**config.mk**
```make
export PLATFORM = sky130hd
export DESIGN_NAME = ising_spin_core
export DESIGN_NICKNAME = d
export VERILOG_FILES = /design/src/rtl/ising_spin_core.sv
export SDC_FILE = /design/constraint.sdc
export NUM_CORES = 1
export LEC_CHECK = 0
export CORE_ASPECT_RATIO = 0.7
export CORE_MARGIN = 2
export CORE_UTILIZATION = 53
export DETAILED_ROUTE_END_ITERATION = 7
export PLACE_DENSITY = 0.77
export SYNTH_ARGS = -nofsm -noshare
export SYNTH_HDL_FRONTEND = slang
export SYNTH_SLANG_ARGS = --single-unit
```
**constraint.sdc**
```tcl
create_clock -name i_clk -period 8 [get_ports i_clk]
set_clock_uncertainty 0.2 [all_clocks]
set_input_delay 0.8 -clock i_clk [delete_from_list [all_inputs] [get_ports i_clk]]
set_output_delay 0.8 -clock i_clk [all_outputs]
set_load 0.005 [all_outputs]
```
**src/rtl/ising_spin_core.sv**
```systemverilog
// ising_spin_core: annealing core for a small Ising machine.
// N spins with a programmable signed coupling matrix J (diagonal entries act
// as per-spin bias). Each sweep visits the spins in order. For each spin the
// core accumulates its local field over N cycles. It then adds LFSR noise
// scaled by the current temperature and takes the sign as the new spin.
// The temperature decays by temp_step (saturating at 0) after every sweep.
// Optional feature macro: ISING_FLIP_CNT_EN adds o_flips, which gives the
// number of spins that changed during the most recent complete sweep.
module ising_spin_core #(
  parameter int          N_SPINS   = 4,
  parameter int          W_BITS    = 4,
  parameter int          T_BITS    = 4,
  parameter int          S_BITS    = 8,
  parameter logic [15:0] LFSR_SEED = 16'hACE1
) (
  input  logic                        i_clk,
  input  logic                        i_rst,
  input  logic                        i_cfg_we,
  input  logic [$clog2(N_SPINS)-1:0]  i_cfg_row,
  input  logic [$clog2(N_SPINS)-1:0]  i_cfg_col,
  input  logic signed [W_BITS-1:0]    i_cfg_data,
  input  logic                        i_start,
  input  logic [S_BITS-1:0]           i_sweeps,
  input  logic [T_BITS-1:0]           i_temp_init,
  input  logic [T_BITS-1:0]           i_temp_step,
  input  logic [N_SPINS-1:0]          i_spin_init,
  output logic [N_SPINS-1:0]          o_spins,
  output logic [T_BITS-1:0]           o_temp,
  output logic                        o_busy,
  output logic                        o_done
`ifdef ISING_FLIP_CNT_EN
  ,
  output logic [$clog2(N_SPINS):0]    o_flips
`endif
);

  localparam int IW = $clog2(N_SPINS);
  // The local field is wide enough for N terms of |J| <= 2^(W_BITS-1), so it never wraps.
  localparam int FW = W_BITS + IW + 1;
  // The noise*temp product is kept at full width before the arithmetic shift.
  localparam int PW = FW + T_BITS + 1;
  localparam logic [IW-1:0] LAST_IDX = IW'(N_SPINS - 1);

  typedef enum logic [1:0] {
    S_IDLE,
    S_ACCUM,
    S_DECIDE,
    S_DONE
  } state_t;

  state_t                    r_state;
  logic signed [W_BITS-1:0]  r_jMat [N_SPINS][N_SPINS];
  logic [IW-1:0]             r_row;
  logic [IW-1:0]             r_col;
  logic signed [FW-1:0]      r_acc;
  logic [N_SPINS-1:0]        r_spins;
  logic [T_BITS-1:0]         r_temp;
  logic [T_BITS-1:0]         r_tempStep;
  logic [S_BITS-1:0]         r_sweepCnt;
  logic [15:0]               r_lfsr;
  logic                      r_busy;
  logic                      r_done;

  logic signed [W_BITS-1:0]  w_jRaw;
  logic signed [FW-1:0]      w_jExt;
  logic signed [FW-1:0]      w_term;
  logic signed [PW-1:0]      w_noiseExt;
  logic signed [PW-1:0]      w_tempExt;
  logic signed [PW-1:0]      w_prod;
  logic signed [PW-1:0]      w_scaled;
  logic signed [PW-1:0]      w_accExt;
  logic signed [PW-1:0]      w_sum;
  logic                      w_newSpin;
  logic [15:0]               w_lfsrNext;
  logic [T_BITS-1:0]         w_tempNext;
  logic                      w_sweepEnd;
  logic                      w_startAccept;

  // The coupling term is +J when s_j = +1 and -J when s_j = -1. The diagonal (bias) entry always enters as +J.
  assign w_jRaw = r_jMat[r_row][r_col];
  assign w_jExt = {{(FW-W_BITS){w_jRaw[W_BITS-1]}}, w_jRaw};
  assign w_term = ((r_row == r_col) || r_spins[r_col]) ? w_jExt : -w_jExt;

  // The low FW bits of the LFSR are the signed noise. The temperature scales it as a fraction of 2^T_BITS.
  assign w_noiseExt = {{(PW-FW){r_lfsr[FW-1]}}, r_lfsr[FW-1:0]};
  assign w_tempExt  = {{(PW-T_BITS){1'b0}}, r_temp};
  assign w_prod     = w_noiseExt * w_tempExt;
  assign w_scaled   = w_prod >>> T_BITS;
  assign w_accExt   = {{(PW-FW){r_acc[FW-1]}}, r_acc};
  assign w_sum      = w_accExt + w_scaled;
  assign w_newSpin  = ~w_sum[PW-1];

  // Galois LFSR for x^16+x^14+x^13+x^11+1, shifting right.
  assign w_lfsrNext = {1'b0, r_lfsr[15:1]} ^ (r_lfsr[0] ? 16'hB400 : 16'h0000);

  assign w_tempNext    = (r_temp > r_tempStep) ? (r_temp - r_tempStep) : '0;
  assign w_sweepEnd    = (r_state == S_DECIDE) && (r_row == LAST_IDX);
  assign w_startAccept = (r_state == S_IDLE) && i_start;

  // Main control FSM and datapath: configuration, field accumulation, spin decision and sweep bookkeeping.
  always_ff @(posedge i_clk or posedge i_rst) begin
    if (i_rst) begin
      r_state <= S_IDLE;
      for (int a = 0; a < N_SPINS; a++) begin
        for (int b = 0; b < N_SPINS; b++) begin
          r_jMat[a][b] <= '0;
        end
      end
      r_row      <= '0;
      r_col      <= '0;
      r_acc      <= '0;
      r_spins    <= '0;
      r_temp     <= '0;
      r_tempStep <= '0;
      r_sweepCnt <= '0;
      r_lfsr     <= LFSR_SEED;
      r_busy     <= 1'b0;
      r_done     <= 1'b0;
    end else begin
      r_done <= 1'b0;
      unique case (r_state)
        S_IDLE: begin
          if (i_cfg_we) begin
            r_jMat[i_cfg_row][i_cfg_col] <= i_cfg_data;
          end
          if (i_start) begin
            r_spins    <= i_spin_init;
            r_temp     <= i_temp_init;
            r_tempStep <= i_temp_step;
            r_sweepCnt <= i_sweeps;
            r_row      <= '0;
            r_col      <= '0;
            r_acc      <= '0;
            if (i_sweeps != '0) begin
              r_state <= S_ACCUM;
              r_busy  <= 1'b1;
            end else begin
              r_state <= S_DONE;
              r_done  <= 1'b1;
            end
          end
        end
        S_ACCUM: begin
          r_acc <= r_acc + w_term;
          if (r_col == LAST_IDX) begin
            r_state <= S_DECIDE;
          end else begin
            r_col <= r_col + IW'(1);
          end
        end
        S_DECIDE: begin
          r_spins[r_row] <= w_newSpin;
          r_lfsr         <= w_lfsrNext;
          r_col          <= '0;
          r_acc          <= '0;
          if (r_row != LAST_IDX) begin
            r_row   <= r_row + IW'(1);
            r_state <= S_ACCUM;
          end else begin
            r_row      <= '0;
            r_temp     <= w_tempNext;
            r_sweepCnt <= r_sweepCnt - S_BITS'(1);
            if (r_sweepCnt == S_BITS'(1)) begin
              r_state <= S_DONE;
              r_busy  <= 1'b0;
              r_done  <= 1'b1;
            end else begin
              r_state <= S_ACCUM;
            end
          end
        end
        S_DONE: begin
          r_state <= S_IDLE;
        end
        default: begin
          r_state <= S_IDLE;
        end
      endcase
    end
  end

  assign o_spins = r_spins;
  assign o_temp  = r_temp;
  assign o_busy  = r_busy;
  assign o_done  = r_done;

`ifdef ISING_FLIP_CNT_EN
  logic          w_flip;
  logic [IW:0]   r_flipAcc;
  logic [IW:0]   r_flips;

  assign w_flip = (w_newSpin != r_spins[r_row]);

  // Count the spin changes within a sweep and publish the total when the sweep ends.
  always_ff @(posedge i_clk or posedge i_rst) begin
    if (i_rst) begin
      r_flipAcc <= '0;
      r_flips   <= '0;
    end else if (w_startAccept) begin
      r_flipAcc <= '0;
      r_flips   <= '0;
    end else if (w_sweepEnd) begin
      r_flips   <= r_flipAcc + (IW+1)'(w_flip);
      r_flipAcc <= '0;
    end else if (r_state == S_DECIDE) begin
      r_flipAcc <= r_flipAcc + (IW+1)'(w_flip);
    end
  end

  assign o_flips = r_flips;
`else
  logic w_unusedCtl;
  assign w_unusedCtl = w_sweepEnd ^ w_startAccept;
`endif

endmodule
```
==> results <==
- The run finished with clean final reports.
- By area the synthesized netlist is led by sky130_fd_sc_hd__dfrtp_1 (38%), sky130_fd_sc_hd__mux2_2 (10%), sky130_fd_sc_hd__ha_1 (7.9%), sky130_fd_sc_hd__nand2_1 (4.9%), sky130_fd_sc_hd__mux4_1 (4.8%).
- IR analysis of the VDD net gives a maximum drop of 224 uV.
- After synthesis the netlist holds a flip-flop and latch count of 115.
- The fill cell total of the finished layout is 1005.
- Dividing the detail-routed via count by the number of cells gives 6.01.
- The pin count of the biggest net entering global routing is 65.
- The multiplexer share of the synthesized area is 18.3%.
- Total power for the finished layout comes to 2.92 mW.
- The kind of critical path is reg2reg.
- The wire-length estimate of the detail-placed layout is 11600 um.
- Dividing the detail-routed wire length by the instance count gives 18.9 um.
- The distinct cell type count of the synthesized netlist is 57.
- The number of CTS-inserted buffers is 17.
- The maximum achievable frequency is 177 MHz.
- TritonCTS built the clock tree.
- In this run the deepest clock path goes through 2 buffers.
- Among all flip-flop cells after synthesis, the most frequent one is sky130_fd_sc_hd__dfrtp_1.
- Synthesis produced 671 cells.
- The iteration-0 DRC count of the detailed router is 343.
- The all-layer global routing usage is 25.0%.
- The setup violation total in the final timing report is 0.
- The initialized floorplan defines 35 standard-cell rows.
- The first TritonRoute pass finished after 5 iterations.
- The share of the clock period used by the worst path after layout is 70.7%.
- The repair_antennas step left the layout with diodes totalling 0.
- Setup repair after global routing left no endpoint under its margin.
- The compound-cell area share of the yosys netlist is 9.09%.
- The basic-gate share of the synthesized area counting and, or, nand and nor cells is 12.5%.
- The setup slack at placement is 2.40 ns.
- The die footprint is 0.0144 sq mm.
- Clock-pin slew was measured on the worst setup and hold paths at 0.05 ns.
- The number of hold buffers added after CTS was 0.
- The post-CTS setup buffer count is 0.
- The largest single stage delay on the critical path is 0.68 ns.
- The post-cts resize count is 0.
- The vertical die dimension is 101 um.
- The congestion estimate from routability-driven global placement came to 0.819.
- The final sum of negative setup slack is 0 ns.
- The register area is 0.00289 sq mm.
- The depth of the worst hold-timing path is 2.
- The most repeated cell in the gate-level netlist after synthesis is sky130_fd_sc_hd__dfrtp_1.
- After floorplanning, the core was sized to cover 0.0131 sq mm.
- In this run the tool buffered the top-level ports with 41 buffer cells.
- The number of hold-slack violations in the final timing report is 0.
- The setup check on the worst reg-to-reg path leaves a slack of 2.34 ns.
- The depth of the worst register-to-register path is 20.
- The synthesized netlist net count is 764.
- The worst hold slack across all endpoints is 0.261 ns.
- The I/O pin total is 42.
- The cell type contributing the most total cell area after synthesis is sky130_fd_sc_hd__dfrtp_1.
- The count of antenna-violating nets left after detailed routing is 0.
- Summing the sequential cell areas from Yosys gives 40.5% of the chip area.
- The first global-routing pass estimated 27800 um of wire.
- From synthesis to final layout, the design area changed by 15.6%.
- Dividing total power by cell area gives a power density of 354 mW/mm^2.
- The fraction of registers with async set/reset is 100%.
- The critical path launch point type is a flop.
- Once layout is complete, the cells apart from fillers number 886.
- The post-route DRC violation count is 0.
- At the pin with the least slew margin, the transition time is 0.849 ns.
- In this run the biggest area consumer among cell types represents 37.5% of the synthesized area.
- In the synthesized netlist, the cells that appear most often are sky130_fd_sc_hd__dfrtp_1 (107), sky130_fd_sc_hd__nand2_1 (93), sky130_fd_sc_hd__mux2_2 (66).
- The synthesized design contains 0 enable-type register cells.
- After layout, the minimum clock period comes to 5.66 ns.
- The largest individual stage delay along the critical path comes from the cell sky130_fd_sc_hd__o31ai_1.
- The number of global-route vias before repair is 5567.
- Yosys printed 0 warnings.
- The path class of the tightest hold or removal check is reg2reg.
- The largest family of logic cells by synthesized area is multiplexers.
- The data required time at the worst endpoint is 8.05 ns.
- The number of instances in the placed design is 854.
- Averaged over all synthesized cells, the footprint is 10.6 sq um.
- The critical path goes through and2_1 > ha_1 > inv_1 > fa_1 > fa_1 > inv_1 > ha_1 > a21oi_1 > nor2b_1 > o31a_1 > o21a_1 > nor2_1 > ha_1 > a21o_1 > a21o_1 > a21o_1 > a21oi_1 > nand2_1 > o31ai_1 > o21ai_0.
- The combined area of the multi-input logic cells is 0.00391 sq mm.
- The leakage power figure is 3.97 nW.
- In this run the tightest slew margin relative to its limit is 42.9%.
- The synthesized-area fraction occupied by xor and xnor cells is 2.46%.
- The fraction of layout cells with a size suffix above 1 is 17.1%.
- Global routing finished with a remaining overflow of 0.
- The initial antenna violation count came to 0.
- The clock tree synthesis step divided the H-tree into 4 levels.
- The die span in x is 143 um.
- The critical path capture point type is a flop.
- Across all setup checks in the final design, the least slack found is 2.34 ns.
- The worst endpoint data arrival time is 5.71 ns.
- For this block, the via count after detailed routing is 5324.
- At the later pin of the worst-skew pair, clock insertion delay measures 0.41 ns.
- The clock root buffer master is sky130_fd_sc_hd__clkbuf_16.
- The number of max-slew violations in the final report came to 0.
- Summing the areas of all fa, ha and maj instances in the mapped netlist gives 12.4% of the synthesized area.
- The final routed wirelength across all metal layers is 16700 um.
- The clock net in this run drives a total of 115 sinks.
- The tool flagged a number of max-cap violations equal to 0.
- In the final design database the tool counted 800 nets.
- Once the floorplan was initialized, standard cells occupied 54.3% of the core.
- The top fanout value on the critical path is 10.
- The post-synthesis instance area is 0.00713 sq mm.
stage by stage:
| step | util, % | instance area [sq um] |
|---|---|---|
| floorplan | - | 7130 |
| global placement | 58.3 | 7660 |
| detailed placement | 58.3 | 7660 |
| CTS | 62.7 | 8240 |
| global route | 62.7 | 8240 |
| finish | 62.7 | 8240 |
power breakdown:
| group | internal [mW] | switching [mW] | leakage, nW |
|---|---|---|---|
| Sequential | 0.786 | 0.231 | 1.47 |
| Combinational | 0.599 | 0.568 | 2.22 |
| Clock | 0.474 | 0.262 | 0.288 |
worst paths after layout:
path / startpoint / to
max: o_temp[3]$_DFFE_PP0P_ / o_spins[1]$_DFFE_PP0P_
min: r_lfsr[15]$_DFFE_PP1P_ / r_lfsr[15]$_DFFE_PP1P_
max reg2reg: o_temp[3]$_DFFE_PP0P_ / o_spins[1]$_DFFE_PP0P_
min reg2reg: r_lfsr[15]$_DFFE_PP1P_ / r_lfsr[15]$_DFFE_PP1P_
max in group asynchronous: i_rst / r_jMat[53]$_DFFE_PP0P_
min in group asynchronous: i_rst / r_sweepCnt[2]$_DFFE_PP0P_
flip-flops by register name (all words and copies together) (netlist names):
name and flops:
o_temp 4, o_done 1, r_jMat 64, r_col 2, r_row 2, r_acc 7
o_spins 4, r_state 2, r_sweepCnt 8, r_tempStep 4, r_lfsr 16, o_busy 1
cells by family after synthesis:
kind of cell | after synthesis
AOI/OAI and AO/OA | 103
xor gates and xnor gates | 20
adders and majority gates | 61
buffers and inverters | 83
DFF | 115
muxes | 93
and+or+nand+nor | 196
cells in the final DEF, fill, tap and decap left out, types with 8 or more instances in the layout:
| master | netlist | final |
|---|---|---|
| sky130_fd_sc_hd__and2_1 | 19 | 19 |
| sky130_fd_sc_hd__fa_1 | 16 | 16 |
| sky130_fd_sc_hd__xnor2_1 | 15 | 15 |
| sky130_fd_sc_hd__nor3_1 | 12 | 12 |
| sky130_fd_sc_hd__clkbuf_16 | 0 | 17 |
| sky130_fd_sc_hd__ha_1 | 45 | 45 |
| sky130_fd_sc_hd__mux2_2 | 66 | 66 |
| sky130_fd_sc_hd__dfstp_2 | 8 | 8 |
| sky130_fd_sc_hd__o21ai_0 | 26 | 26 |
| sky130_fd_sc_hd__a221oi_1 | 9 | 9 |
| sky130_fd_sc_hd__nand2_1 | 93 | 93 |
| sky130_fd_sc_hd__mux4_1 | 13 | 13 |
| sky130_fd_sc_hd__inv_1 | 51 | 50 |
| sky130_fd_sc_hd__a21oi_1 | 31 | 31 |
| sky130_fd_sc_hd__nor2_1 | 35 | 35 |
| sky130_fd_sc_hd__dfrtp_1 | 107 | 107 |
| sky130_fd_sc_hd__clkdlybuf4s50_1 | 0 | 41 |
area by class of cell:
type | count | share of cell area [%]
Timing Repair Buffer | 46 | 5.43
Inverter | 54 | 2.49
Clock buffer | 24 | 6.21
Multi-Input combinational cell | 473 | 47.4
Clock inverter | 8 | 0.896
Sequential cell | 115 | 35.0
Tap cell | 166 | 2.52
layer usage:
metal / vias up / routed length [um] / GRT usage (%)
li1: 2423 / - / -
met1: 2716 / 7580 / 33.6
met2: 166 / 8100 / 41.5
met3: 19 / 871 / 5.46
met4: 0 / 169 / 7.08
met5: - / 0 / 0
critical path, delay by kind of cell (launching register included):
family | cells | cell delay (ns)
DFF | 1 | 0.48
buffers and inverters | 2 | 0.10
adders and majority gates | 5 | 1.95
AOI/OAI and AO/OA | 9 | 2.27
and+or+nand+nor | 4 | 0.48
Power figures use the tool's default switching activity.
